**src/rtl/sdram_wb_arbiter.sv**
```systemverilog
// Three-port Wishbone Classic arbiter in front of the single SDRAM controller slave port.
// m0 (video) has priority bounded by a run limiter; m1 (CPU) and m2 (DMA) share round-robin.
module sdram_wb_arbiter #(
   parameter int unsigned ADDR_W     = 24,
   parameter int unsigned DATA_W     = 16,
   parameter int unsigned SEL_W      = 2,
   parameter int unsigned M0_MAX_RUN = 4,
   parameter int unsigned TIMEOUT    = 1023
) (
   input  logic              wb_clk_i,
   input  logic              wb_rst_i,
   input  logic              m0_cyc_i,
   input  logic              m0_stb_i,
   input  logic              m0_we_i,
   input  logic [ADDR_W-1:0] m0_adr_i,
   input  logic [DATA_W-1:0] m0_dat_i,
   input  logic [SEL_W-1:0]  m0_sel_i,
   output logic [DATA_W-1:0] m0_dat_o,
   output logic              m0_ack_o,
   output logic              m0_err_o,
   input  logic              m1_cyc_i,
   input  logic              m1_stb_i,
   input  logic              m1_we_i,
   input  logic [ADDR_W-1:0] m1_adr_i,
   input  logic [DATA_W-1:0] m1_dat_i,
   input  logic [SEL_W-1:0]  m1_sel_i,
   output logic [DATA_W-1:0] m1_dat_o,
   output logic              m1_ack_o,
   output logic              m1_err_o,
   input  logic              m2_cyc_i,
   input  logic              m2_stb_i,
   input  logic              m2_we_i,
   input  logic [ADDR_W-1:0] m2_adr_i,
   input  logic [DATA_W-1:0] m2_dat_i,
   input  logic [SEL_W-1:0]  m2_sel_i,
   output logic [DATA_W-1:0] m2_dat_o,
   output logic              m2_ack_o,
   output logic              m2_err_o,
   output logic              s_cyc_o,
   output logic              s_stb_o,
   output logic              s_we_o,
   output logic [ADDR_W-1:0] s_adr_o,
   output logic [DATA_W-1:0] s_dat_o,
   output logic [SEL_W-1:0]  s_sel_o,
   input  logic [DATA_W-1:0] s_dat_i,
   input  logic              s_ack_i,
   output logic [1:0]        grant_o,
   output logic              busy_o
);

   localparam int unsigned CNT_W = $clog2(TIMEOUT + 1);
   localparam int unsigned RUN_W = $clog2(M0_MAX_RUN + 1);

   typedef enum logic [1:0] {StIdle, StBusy, StResp} state_e;

   state_e                   state_q;
   logic [CNT_W-1:0]         tmo_q;
   logic [RUN_W-1:0]         run_q;
   logic [1:0]               rr_last_q;
   logic                     abandon_q;
   logic [2:0]               ack_q;
   logic [2:0]               err_q;
   logic [2:0][DATA_W-1:0]   rdat_q;

   logic [2:0]               req;
   logic [1:0]               win;
   logic                     w_we;
   logic [ADDR_W-1:0]        w_adr;
   logic [DATA_W-1:0]        w_dat;
   logic [SEL_W-1:0]         w_sel;
   logic                     gnt_cyc;

   // m0 keeps winning until it has used its run budget while someone else waits.
   always_comb begin
      req = {m2_cyc_i & m2_stb_i, m1_cyc_i & m1_stb_i, m0_cyc_i & m0_stb_i};
      win = 2'd2;
      if (req[0] && ((run_q < RUN_W'(M0_MAX_RUN)) || !(req[1] || req[2]))) begin
         win = 2'd0;
      end else if (req[1] && (!req[2] || rr_last_q != 2'd1)) begin
         win = 2'd1;
      end
   end

   always_comb begin
      w_we  = m2_we_i;
      w_adr = m2_adr_i;
      w_dat = m2_dat_i;
      w_sel = m2_sel_i;
      case (win)
         2'd0: begin
            w_we  = m0_we_i;
            w_adr = m0_adr_i;
            w_dat = m0_dat_i;
            w_sel = m0_sel_i;
         end
         2'd1: begin
            w_we  = m1_we_i;
            w_adr = m1_adr_i;
            w_dat = m1_dat_i;
            w_sel = m1_sel_i;
         end
         default: ;
      endcase
   end

   always_comb begin
      case (grant_o)
         2'd0:    gnt_cyc = m0_cyc_i;
         2'd1:    gnt_cyc = m1_cyc_i;
         2'd2:    gnt_cyc = m2_cyc_i;
         default: gnt_cyc = 1'b0;
      endcase
   end

   always_ff @(posedge wb_clk_i) begin
      if (wb_rst_i) begin
         state_q   <= StIdle;
         tmo_q     <= '0;
         run_q     <= '0;
         rr_last_q <= 2'd2;
         abandon_q <= 1'b0;
         ack_q     <= '0;
         err_q     <= '0;
         rdat_q    <= '0;
         s_cyc_o   <= 1'b0;
         s_stb_o   <= 1'b0;
         s_we_o    <= 1'b0;
         s_adr_o   <= '0;
         s_dat_o   <= '0;
         s_sel_o   <= '0;
         grant_o   <= 2'd3;
      end else begin
         ack_q <= '0;
         err_q <= '0;
         case (state_q)
            StIdle: begin
               if (|req) begin
                  s_cyc_o   <= 1'b1;
                  s_stb_o   <= 1'b1;
                  s_we_o    <= w_we;
                  s_adr_o   <= w_adr;
                  s_dat_o   <= w_dat;
                  s_sel_o   <= w_sel;
                  grant_o   <= win;
                  tmo_q     <= '0;
                  abandon_q <= 1'b0;
                  state_q   <= StBusy;
                  if (win == 2'd0) begin
                     if (run_q < RUN_W'(M0_MAX_RUN)) run_q <= run_q + 1'b1;
                  end else begin
                     run_q     <= '0;
                     rr_last_q <= win;
                  end
               end
            end
            StBusy: begin
               // A master that let go of cyc gets neither ack nor err for this transfer.
               if (s_ack_i) begin
                  s_cyc_o <= 1'b0;
                  s_stb_o <= 1'b0;
                  state_q <= StResp;
                  if (!abandon_q && gnt_cyc) begin
                     ack_q[grant_o] <= 1'b1;
                     if (!s_we_o) rdat_q[grant_o] <= s_dat_i;
                  end
               end else if (tmo_q == CNT_W'(TIMEOUT - 1)) begin
                  s_cyc_o <= 1'b0;
                  s_stb_o <= 1'b0;
                  grant_o <= 2'd3;
                  state_q <= StIdle;
                  if (!abandon_q && gnt_cyc) err_q[grant_o] <= 1'b1;
               end else begin
                  tmo_q <= tmo_q + 1'b1;
                  if (!gnt_cyc) abandon_q <= 1'b1;
               end
            end
            StResp: begin
               grant_o <= 2'd3;
               state_q <= StIdle;
            end
            default: state_q <= StIdle;
         endcase
      end
   end

   assign m0_ack_o = ack_q[0];
   assign m1_ack_o = ack_q[1];
   assign m2_ack_o = ack_q[2];
   assign m0_err_o = err_q[0];
   assign m1_err_o = err_q[1];
   assign m2_err_o = err_q[2];
   assign m0_dat_o = rdat_q[0];
   assign m1_dat_o = rdat_q[1];
   assign m2_dat_o = rdat_q[2];
   assign busy_o   = (state_q != StIdle);

endmodule

```
**config.mk**
```make
export PLATFORM = sky130hd
export DESIGN_NAME = sdram_wb_arbiter
export DESIGN_NICKNAME = d
export VERILOG_FILES = /design/src/rtl/sdram_wb_arbiter.sv
export SDC_FILE = /design/constraint.sdc
export NUM_CORES = 1
export LEC_CHECK = 0
export ABC_AREA = 1
export CAP_MARGIN = 10
export CELL_PAD_IN_SITES_DETAIL_PLACEMENT = 0
export CELL_PAD_IN_SITES_GLOBAL_PLACEMENT = 1
export CORE_MARGIN = 5
export CORE_UTILIZATION = 31
export CTS_CLUSTER_SIZE = 24
export DETAILED_ROUTE_END_ITERATION = 6
export GPL_TIMING_DRIVEN = 0
export PLACE_DENSITY_LB_ADDON = 0.1
export SYNTH_ARGS = -nofsm -noshare
export SYNTH_HDL_FRONTEND = slang
export SYNTH_SLANG_ARGS = --single-unit
```
**constraint.sdc**
```tcl
create_clock -name wb_clk_i -period 4 [get_ports wb_clk_i]
set_input_delay 0.8 -clock wb_clk_i [delete_from_list [all_inputs] [get_ports wb_clk_i]]
set_output_delay 0.8 -clock wb_clk_i [all_outputs]
set_load 0.03 [all_outputs]
```
; After elaboration in Yosys (flattened, before gate mapping)
; Cells that the tools add are included.
[word_totals]
in_bits = 154
latch_bits = 0
elab_cells = 107
out_inout_bits = 102
memories = 0
ram_bits = 0
regBits = 118
romBits = 0
[classes]
n_shift = 0
div = 0
order_cmp = 3
reduce_logical = 28
mux = 36
add_sub_neg = 2
multipliers = 0
n_eq_ne = 14
bitwise = 8
[ops]
columns = op, n
row1 = 48-bit bitwise mux, 1
row2 = 24-bit one-hot mux with 2 select lines, 1
row3 = 16-bit demux with 2-bit select, 1
row4 = 16-bit one-hot mux with 2 select lines, 1
row5 = 10-bit 2-to-1 mux, 3
row6 = 10-bit one-hot mux with 2 select lines, 1
row7 = 16-bit 2-to-1 mux, 1
row8 = 2-bit 2-to-1 mux, 8
row9 = 4-bit AND reduction, 3
row10 = "10-bit by 1-bit adder with 10-bit output, second input constant", 1
row11 = "10-bit equality test, second input constant", 1
row12 = "2-bit inequality test, second input constant", 5
row13 = 3-bit 2-to-1 mux, 3
row14 = 3-bit AND reduction, 3
row15 = 1-bit 2-to-1 mux, 8
row16 = 2-bit one-hot mux with 2 select lines, 2
row17 = "2-bit by 1-bit equality test with 1-bit output, second input constant", 3
row18 = 2-bit logical NOT, 3
row19 = 1-bit one-hot mux with 2 select lines, 3
row20 = 2-bit one-hot mux with 3 select lines, 1
row21 = 3-bit OR reduction, 2
row22 = 1-bit inverter, 5
row23 = 5-bit AND reduction, 1
row24 = "2-bit equality test, second input constant", 2
row25 = other kinds (16), 28

; Longest topological paths before layout
; Gate-level depths: netlist of the first run.
[depth]
ltp_word = 9
depth_mapped = 11
depth_no_buf = 11

; Worst setup path before layout of the first run
; No wires, ideal clock.
[synth_timing]
path_type = input to register
startpoint = input m1_cyc_i
endpoint = register s_dat_o[10]
cell_stages = 8
setup_time_ns = 0.120
t_required_ns = 3.880
path_slack_ns = 2.235
arrival_ns = 1.645
path_buffers = 1
path_cell_list = nand2_1 > nand2_1 > nand2_1 > nand2_2 > clkbuf_1 > or2_2 > nand3_1 > a21oi_1
[synth_between]
elab_chain_cells = 8
elab_cells_between_ends = 13
classes_between = 1 x eq/ne / 3 x mux / 1 x bitwise / 8 x reduce/logical
[synth_rtl]
columns = item, line
row1 = start: declaration, 21  ; input logic m1_cyc_i,
row2 = 1-bit bitwise AND *, 75  ; req = {m2_cyc_i & m2_stb_i, m1_cyc_i & m1_stb_i, m0_cyc_i & m0_stb_i};
row3 = 1-bit logical OR, 77  ; if (req[0] && ((run_q < RUN_W'(M0_MAX_RUN)) || !(req[1] || req[2]))) begin
row4 = 1-bit logical NOT, 77
row5 = 1-bit logical OR, 77
row6 = 1-bit logical AND, 77
row7 = 2-bit 2-to-1 mux, 77
row8 = 2-bit by 1-bit equality test with 1-bit output / 2-bit logical NOT (equally long branches), 89  ; case (win)
row9 = 16-bit one-hot mux with 2 select lines, 89
row10 = end signal: assignment, 142  ; s_dat_o <= w_dat;
row11 = end: declaration, 43  ; output logic [DATA_W-1:0] s_dat_o,
; Mark *: on every way between the ends. The rest lies on a longest branch, timed or not.
; A chain may end at the register's enable or synchronous reset.

; Worst setup path in the final report of the first run
[layout_timing]
startpoint = register state_q[0]
endpoint = output busy_o
[layout_between]
elab_chain_cells = 1
[layout_rtl]
columns = item, line
row1 = start: declaration, 56  ; state_e state_q;
row2 = start signal: assignment, 117  ; state_q <= StIdle;
row3 = start signal: assignment, 147  ; state_q <= StBusy;
row4 = start signal: assignment, 161  ; state_q <= StResp;
row5 = 2-bit nonzero test, 195  ; assign busy_o = (state_q != StIdle);
row6 = end: declaration, 48  ; output logic busy_o
; Every way passes these cells.

==> impl_metrics.env, run 1 <==
export IMPL_status="finished clean"
export IMPL_finalCritPeriodShare=0.669
export IMPL_via_per_inst=4.51
export IMPL_path_cells="inv_1 > ha_1 > inv_1 > clkdlybuf4s50_1"
export IMPL_num_io_pins=256
export IMPL_cts_hold_buffers=0
export IMPL_mostFrequentLayoutCell="clkdlybuf4s50_1"
export IMPL_die_area_sq_mm=0.0215
export IMPL_gp_congestion=0.807
export IMPL_timing_fmax_ghz=0.374
export IMPL_syn_inst=850
export IMPL_period_minus_slack_ns=2.68
export IMPL_hold_path_class="reg2reg"
export IMPL_path_max_fanout=4
export IMPL_worstSetupEndpointType="output port"
export IMPL_synth_seq_cells=118
export IMPL_setup_tns_ns=0
export IMPL_grt_use_met3=0.0795
export IMPL_coreArea_sq_mm=0.0185
export IMPL_crit_type="reg2out"
export IMPL_post_cts_buffers=0
export IMPL_cts_tree="built"
export IMPL_drc_errors=0
export IMPL_cts_buffers=17
export IMPL_area_delta_synth_final_pct=59.6
export IMPL_grt_pass1_vias=5929
export IMPL_first_iter_violations=249
export IMPL_htree_num_levels=4
export IMPL_start_util=0.312
export IMPL_wl_per_cell_um=15.0
export IMPL_grt_usage=0.189
export IMPL_grt_pass1_wl_um=32300
export IMPL_max_stage_delay_ns=0.69
export IMPL_r2r_slack_ns=2.17
export IMPL_required_ns=3.20
export IMPL_die_h_um=147
export IMPL_reg2reg_depth=10
export IMPL_nNetsFinal=1285
export IMPL_drive_gt1_frac=0.0968
export IMPL_finalMaxSlewViolations=0
export IMPL_setup_viol=0
export IMPL_hpwl_um=16300
export IMPL_holdPathStages=2
export IMPL_synth_area_sq_mm=0.00578
export IMPL_final_antenna_net_count=0
export IMPL_clkSlewWorstSetupHoldPaths_ns=0.05
export IMPL_seq_area_frac_synth=0.409
export IMPL_crit_path_top_delay_cell="clkdlybuf4s50_1"
export IMPL_skew_ns=0.00850
export IMPL_num_rows=50
export IMPL_syn_avg_cell_area_sq_um=6.80
export IMPL_vias=6175
export IMPL_clk_latency_ns=0.41
export IMPL_irDropWorstVdd_mv=0.259
export IMPL_dr_pass1_iters=5
export IMPL_gr_total_overflow=0
export IMPL_rsz0062_at_grt="false"
export IMPL_chipWidth_um=147
export IMPL_yosysWarnings=0
export IMPL_maxCapViolCount=0
export IMPL_power_leakage_nw=3.88
export IMPL_clockBufferDepth=2
export IMPL_cts_sinks=118
export IMPL_worst_pin_slew_ns=0.665
export IMPL_wirelength_um=20600
export IMPL_portBuffers=255
export IMPL_cp_data_arrival_time_ns=1.88
export IMPL_max_slew_margin=0.557
export IMPL_finalHoldViolations=0
export IMPL_ys_types=24
export IMPL_pre_cts_ws_ns=1.26
export IMPL_cp_start_kind="flip-flop"
export IMPL_final_setup_worst_slack_ns=1.32
export IMPL_layout_common_cells="255 x clkdlybuf4s50_1, 208 x nand2_1, 118 x dfxtp_1"
export IMPL_grt_max_degree=17
export IMPL_synth_fp_nets=1011
export IMPL_ctsResizeCount=0
export IMPL_grt_util_met2=0.313
export IMPL_grt_use_met1=0.224
export IMPL_cts_root_buf="clkbuf_16"
export IMPL_antenna_found_initial=0
export IMPL_insertedDiodeCount=0
export IMPL_cpMostUsedCell="inv_1"
export IMPL_p_per_area_mw_per_mm2=422
export IMPL_grt_busiest_layer="met2"
-- worst paths after layout --
| path | from | to |
|---|---|---|
| min | rr_last_q[0]$_SDFFE_PP0P_ | rr_last_q[0]$_SDFFE_PP0P_ |
| min reg2reg | rr_last_q[0]$_SDFFE_PP0P_ | rr_last_q[0]$_SDFFE_PP0P_ |
| max | state_q[0]$_SDFFE_PP0P_ | busy_o |
| max reg2reg | state_q[1]$_SDFFE_PP0P_ | tmo_q[2]$_SDFFE_PP0P_ |
-- synth_stat cells (all sizes together) --
cell type  instances  area share
o21bai             3      0.0039
clkinv             2      0.0013
nor2              37       0.030
o21ai             46       0.040
clkbuf            18       0.012
a21o               2      0.0026
nand2            214        0.14
ha                 7       0.015
inv              113       0.073
buf               27       0.034
nand4              6      0.0065
a21oi            107       0.093
nand3            112       0.098
or2               38       0.041
dfxtp            118        0.41
-- worst max-delay path, delay by kind of cell (launching register included) --
kind       cells  cell delay [ns]
buf+inv        3             0.87
flops          1             0.37
fa+ha+maj      1             0.23
-- state kept, by name, summed over array words and instances (netlist names) --
register   flops
s_stb_o        1
abandon_q      1
s_we_o         1
m1_dat_o      16
s_dat_o       16
m2_dat_o      16
run_q          3
rr_last_q      2
m0_dat_o      16
s_sel_o        2
state_q        2
tmo_q         10
err_q          3
s_adr_o       24
grant_o        2
ack_q          3
-- cell families (layout without fill, tap and decap cells) --
group	Yosys count	after routing	share of synthesized area
and+or+nand+nor	407	407	0.317
buffers and inverters	160	446	0.120
AOI/OAI and AO/OA	158	158	0.139
DFF	118	118	0.409
adders and majority gates	7	7	0.0151
-- power by group --
group          internal (mW)  switching (mW)
sequential              1.27          0.0589
clock                  0.983           0.572
combinational          0.424           0.583
-- through the flow --
stage	instance area, sq um	hold WS, ns	cells	total power, mW	utilization
floorplan	5780	0.427	850	1.89	-
global route	9230	0.473	1370	4.09	0.498
global placement	8630	0.440	1339	2.38	0.466
detailed placement	8630	0.447	1339	2.37	0.466
CTS	9230	0.458	1370	3.95	0.498
finish	9230	0.456	1370	3.89	0.498
-- final cells by class --
type                    count  area, sq um
fillers                  1875         9290
multi-input cells         572         2730
repair buffers            255         2550
flip-flops and latches    118         2360
inverters                 115          432
clock buffers              17          425
well taps                 234          293
plain buffers              45          262
clock inverters            14          176
-- per-layer routing --
metal  vias up  share of wire  routed length [um]
met4         0          0.013                 259
met1      2715           0.43                8910
met5         -              0                   0
li1       3256              -                   -
met2       186           0.47                9570
met3        18          0.089                1840
Note: power is estimated with default switching activity, not from simulation.
==> run 2: changes to the inputs <==
CORE_UTILIZATION = 29   (was 31)
clock period = 2.59 ns   (was 4 ns; I/O delays follow)
==> impl_metrics.env, run 2 (synthesis results as in run 1) <==
export IMPL_setup_tns_ns=0
export IMPL_insertedDiodeCount=0
export IMPL_wirelength_um=21000
export IMPL_cts_buffers=17
export IMPL_irDropWorstVdd_mv=0.398
export IMPL_placed_area_sq_mm=0.00867
export IMPL_htree_num_levels=4
export IMPL_path_max_fanout=4
export IMPL_post_cts_buffers=0
export IMPL_grt_pass1_wl_um=32500
export IMPL_grt_max_degree=17
export IMPL_worstSetupEndpointType="output port"
export IMPL_fillers=2062
export IMPL_finalCritPeriodShare=0.933
export IMPL_cts_hold_buffers=0
export IMPL_via_per_inst=4.40
export IMPL_p_per_area_mw_per_mm2=669
export IMPL_required_ns=2.07
export IMPL_gr_total_overflow=0
export IMPL_final_antenna_net_count=0
export IMPL_crit_type="reg2out"
export IMPL_start_util=0.296
export IMPL_largest_reg_flops=24
export IMPL_cp_data_arrival_time_ns=1.90
export IMPL_wl_per_cell_um=15.0
export IMPL_clockBufferDepth=2
export IMPL_cts_root_buf="clkbuf_16"
export IMPL_finalMaxSlewViolations=0
export IMPL_timing_fmax_ghz=0.414
export IMPL_num_rows=51
export IMPL_nNetsFinal=1285
export IMPL_grt_usage=0.184
export IMPL_cp_start_kind="flip-flop"
export IMPL_first_iter_violations=210
export IMPL_ctsResizeCount=0
export IMPL_dr_pass1_iters=5
export IMPL_clkSlewWorstSetupHoldPaths_ns=0.05
export IMPL_setup_viol=0
export IMPL_coreArea_sq_mm=0.0195
export IMPL_drive_gt1_frac=0.0976
export IMPL_hold_path_class="reg2reg"
export IMPL_period_minus_slack_ns=2.42
export IMPL_die_area_sq_mm=0.0229
export IMPL_power_leakage_nw=3.90
export IMPL_cts_tree="built"
export IMPL_area_delta_synth_final_pct=61.2
export IMPL_maxCapViolCount=0
export IMPL_layout_common_cells="255 x clkdlybuf4s50_1, 208 x nand2_1, 118 x dfxtp_1"
export IMPL_drc_errors=0
export IMPL_portBuffers=255
export IMPL_cts_sinks=118
export IMPL_chipWidth_um=151
export IMPL_antenna_found_initial=0
export IMPL_max_slew_margin=0.564
export IMPL_design_area_sq_mm=0.00932
export IMPL_status="finished clean"
export IMPL_skew_ns=0.00807
export IMPL_grt_pass1_vias=6070
export IMPL_rsz0062_at_grt="false"
export IMPL_worst_pin_slew_ns=0.654
export IMPL_finalHoldViolations=0
export IMPL_mostFrequentLayoutCell="clkdlybuf4s50_1"
export IMPL_die_h_um=151
export IMPL_hpwl_um=16600
export IMPL_gp_congestion=0.818
export IMPL_num_io_pins=256
export IMPL_vias=6167
export IMPL_clk_latency_ns=0.42
export IMPL_top_register="s_adr_o"
run 2: report_power, final:
part	switching, mW	internal (mW)
Sequential	0.0895	1.96
Combinational	0.905	0.655
Clock	0.903	1.71
run 2: through the flow:
stage / setup slack [ns] / hold WS (ns) / power, mW / utilization / cells
after floorplan: 1.04 / 0.427 / 2.93 / - / 850
after global placement: 0.135 / 0.441 / 3.67 / 0.444 / 1370
after detailed placement: 0.124 / 0.440 / 3.67 / 0.444 / 1370
after CTS: 0.140 / 0.454 / 6.30 / 0.477 / 1402
after global routing: 0.0797 / 0.476 / 6.55 / 0.477 / 1402
final: 0.175 / 0.451 / 6.23 / 0.477 / 1402
run 2: worst paths after layout:
path	from	to	slack [ns]	depth (start not counted)
worst max-delay path	state_q[0]$_SDFFE_PP0P_	busy_o	0.17	4
worst min-delay path	rr_last_q[1]$_SDFFE_PP1P_	rr_last_q[1]$_SDFFE_PP1P_	0.45	1
worst max register to register	state_q[1]$_SDFFE_PP0P_	tmo_q[4]$_SDFFE_PP0P_	0.77	10
worst min register to register	rr_last_q[1]$_SDFFE_PP1P_	rr_last_q[1]$_SDFFE_PP1P_	0.45	1
run 2: final cells by class:
type / count / area [sq um] / area share
Multi-Input combinational cell: 572 / 2730 / 0.293
Clock inverter: 15 / 228 / 0.0244
Inverter: 115 / 432 / 0.0463
Timing Repair Buffer: 255 / 2550 / 0.274
Clock buffer: 17 / 425 / 0.0456
Sequential cell: 118 / 2360 / 0.253
Tap cell: 265 / 332 / 0.0356
Buffer: 45 / 262 / 0.0281
run 2: worst max-delay path: stages, from the launching register on:
cell and delay (ns):
dfxtp_1 0.37, inv_1 0.08, ha_1 0.22, inv_1 0.11
clkdlybuf4s50_1 0.70
run 2: routing by layer:
metal  track usage  wire (um)
met5             0          0
met2         0.309       9940
met4        0.0340        120
met1         0.212       8690
met3        0.0940       2290
==> run 3: changes to the inputs <==
ABC_AREA = default   (was 1)
CTS_CLUSTER_SIZE = 30   (was 24)
==> impl_metrics.env, run 3 <==
export IMPL_status="finished clean"
export IMPL_fillers=1790
export IMPL_cp_data_arrival_time_ns=2.72
export IMPL_final_core_util=0.479
export IMPL_final_antenna_net_count=0
export IMPL_cts_root_buf="clkbuf_16"
export IMPL_layout_common_cells="252 x clkdlybuf4s50_1, 124 x nand2_1, 118 x dfxtp_1"
export IMPL_power_leakage_nw=3.38
export IMPL_p_per_area_mw_per_mm2=717
export IMPL_htree_num_levels=4
export IMPL_wl_per_cell_um=18.7
export IMPL_finalHoldViolations=0
export IMPL_gr_total_overflow=0
export IMPL_crit_family="buffers and inverters"
export IMPL_finalCritPeriodShare=0.939
export IMPL_dpl_cell_count=1144
export IMPL_cts_buffers=17
export IMPL_num_io_pins=256
export IMPL_cp_depth=7
export IMPL_top_register="s_adr_o"
export IMPL_skew_ns=0.00752
export IMPL_path_max_fanout=10
export IMPL_ys_types=54
export IMPL_area_delta_synth_final_pct=64.2
export IMPL_vias=6019
export IMPL_mostFrequentLayoutCell="clkdlybuf4s50_1"
export IMPL_synth_top_area_frac=0.436
export IMPL_grt_usage=0.200
export IMPL_syn_avg_cell_area_sq_um=8.26
export IMPL_max_stage_delay_ns=0.50
export IMPL_wirelength_um=22000
export IMPL_coreArea_sq_mm=0.0186
export IMPL_die_h_um=147
export IMPL_drive_gt1_frac=0.0594
export IMPL_r2r_end="s_adr_o[17]$_SDFFE_PP0P_"
export IMPL_rsz0062_at_grt="false"
export IMPL_crit_path_top_delay_cell="clkdlybuf4s50_1"
export IMPL_maxCapViolCount=0
export IMPL_dr_pass1_iters=5
export IMPL_clk_latency_ns=0.42
export IMPL_grt_pass1_vias=6237
export IMPL_gp_congestion=0.887
export IMPL_drc_errors=0
export IMPL_worst_pin_slew_ns=0.652
export IMPL_setup_viol=0
export IMPL_nNetsFinal=1091
export IMPL_portBuffers=253
export IMPL_cp_start_kind="primary input"
export IMPL_reg2reg_depth=7
export IMPL_period_minus_slack_ns=2.43
export IMPL_synth_area_top_cells="dfxtp_1 44%, nand2_1 8.7%, o32ai_1 6.5%, a211oi_1 6.1%, nor2_1 4.5%"
export IMPL_synth_fp_nets=818
export IMPL_finalMaxSlewViolations=0
export IMPL_irDropWorstVdd_mv=0.462
export IMPL_hpwl_um=17000
export IMPL_yosysMostFrequentCell="nand2_1"
export IMPL_start_util=0.292
export IMPL_critPathLaunch="m2_cyc_i"
export IMPL_seq_area_frac_synth=0.436
export IMPL_cts_sinks=118
export IMPL_largest_reg_flops=24
export IMPL_fin_cells=1178
export IMPL_synth_flop_cell="dfxtp_1"
export IMPL_num_rows=50
export IMPL_crit_type="in2reg"
export IMPL_timing_fmax_ghz=0.411
export IMPL_synth_commonest_cells="125 x nand2_1, 118 x dfxtp_1, 65 x nor2_1"
export IMPL_synth_seq_cells=118
export IMPL_ys_async_sr_fraction=0
export IMPL_hold_path_class="reg2reg"
export IMPL_syn_inst=657
export IMPL_p_total_mw=6.39
export IMPL_clockBufferDepth=2
export IMPL_grt_max_degree=17
export IMPL_worstSetupEndpointType="flip-flop"
export IMPL_chipWidth_um=147
export IMPL_max_slew_margin=0.566
export IMPL_crit_end="s_dat_o[6]$_SDFFE_PP0P_"
export IMPL_synth_edf_count=0
export IMPL_yosysWarnings=0
export IMPL_synth_area_sq_mm=0.00542
export IMPL_regToRegStartpoint="state_q[1]$_SDFFE_PP0P_"
export IMPL_required_ns=2.88
export IMPL_first_iter_violations=343
export IMPL_synth_top_cell_by_area="dfxtp_1"
export IMPL_cts_tree="built"
export IMPL_die_area_sq_mm=0.0215
export IMPL_antenna_found_initial=1
export IMPL_clkSlewWorstSetupHoldPaths_ns=0.06
export IMPL_r2r_slack_ns=0.30
export IMPL_register_area_sq_mm=0.00236
export IMPL_grt_pass1_wl_um=33900
export IMPL_multi_input_area_sq_mm=0.00279
export IMPL_path_cells="clkdlybuf4s50_1 > nand4b_1 > clkbuf_1 > nand2_2 > clkbuf_2 > a211oi_1 > o32ai_1"
export IMPL_via_per_inst=5.11
export IMPL_whs_ns=0.457
export IMPL_crit_buf_inv=3
run 3: changes by cell type in the layout (fill, tap and decap cells not counted), sizes merged, moves of 25 or more:
cell    previous run  this run
a211oi             0        44
a21oi            107        41
and3               0        38
clkbuf            35        60
inv              115        20
nand2            214       125
nand3            112         9
nor2              37        65
o21ai             46        18
o32ai              0        40
or2               38         3
run 3: how the worst min path moves through the flow:
| stage | startpoint | to | slack [ns] | cells past startpoint |
|---|---|---|---|---|
| finish | m2_dat_o[6]$_SDFFE_PP0P_ | m2_dat_o[6]$_SDFFE_PP0P_ | 0.46 | 2 |
| global route | m1_dat_o[12]$_SDFFE_PP0P_ | m1_dat_o[12]$_SDFFE_PP0P_ | 0.48 | 2 |
| floorplan | run_q[0]$_SDFFE_PP0P_ | run_q[0]$_SDFFE_PP0P_ | 0.44 | 2 |
| global placement | m2_dat_o[8]$_SDFFE_PP0P_ | m2_dat_o[8]$_SDFFE_PP0P_ | 0.44 | 2 |
| detailed placement | m1_dat_o[12]$_SDFFE_PP0P_ | m1_dat_o[12]$_SDFFE_PP0P_ | 0.45 | 2 |
| CTS | m2_dat_o[13]$_SDFFE_PP0P_ | m2_dat_o[13]$_SDFFE_PP0P_ | 0.46 | 2 |
run 3: metal layers:
layer / wire length [um] / up-vias / part of all wire / track usage
met5: 0 / - / 0 / 0
met4: 516 / 0 / 0.023 / 0.0682
met3: 1870 / 32 / 0.085 / 0.0768
met2: 10900 / 234 / 0.49 / 0.345
met1: 8760 / 2825 / 0.40 / 0.227
li1: - / 2928 / - / -
run 3: what timing repair did:
item	CTS	global route
gates resized for setup	3	12
endpoints found under the setup margin	39	37
buffers inserted	1	0
hold buffers	0	0
pin swaps	1	0
run 3: kinds of logic after synthesis:
logic type / synth area share
mux: 0.0424
buf+inv: 0.0517
simple gates: 0.229
fa+ha+maj: 0.0161
compound gates: 0.226
flops: 0.436
run 3: layout make-up:
| cell class | count | share of cell area |
|---|---|---|
| Multi-Input combinational cell | 473 | 0.313 |
| Timing Repair Buffer | 254 | 0.285 |
| Sequential cell | 118 | 0.265 |
| Clock buffer | 17 | 0.0478 |
| Tap cell | 234 | 0.0329 |
| Buffer | 57 | 0.0287 |
| Clock inverter | 15 | 0.0229 |
| Inverter | 9 | 0.00379 |
| Antenna cell | 1 | 0.000281 |
run 3: worst min-delay path, cell delays in order, from the launching register on:
cell and delay (ns):
dfxtp_1 0.31, nand2_1 0.05, a21oi_1 0.05
run 3: stage by stage:
stage	instance area, sq um	setup TNS [ns]	setup slack, ns
after floorplan	5420	0	0.591
after global placement	8250	-25.15	-0.521
after detailed placement	8250	-27.93	-0.589
after CTS	8890	0	0.00205
after global routing	8910	0	0.0329
final	8910	0	0.157
run 3: power breakdown:
part | total (mW) | leakage [nW] | switching (mW) | internal (mW)
registers | 2.10 | 0.960 | 0.117 | 1.99
logic | 1.73 | 2.11 | 0.981 | 0.749
clock network | 2.56 | 0.308 | 0.995 | 1.56
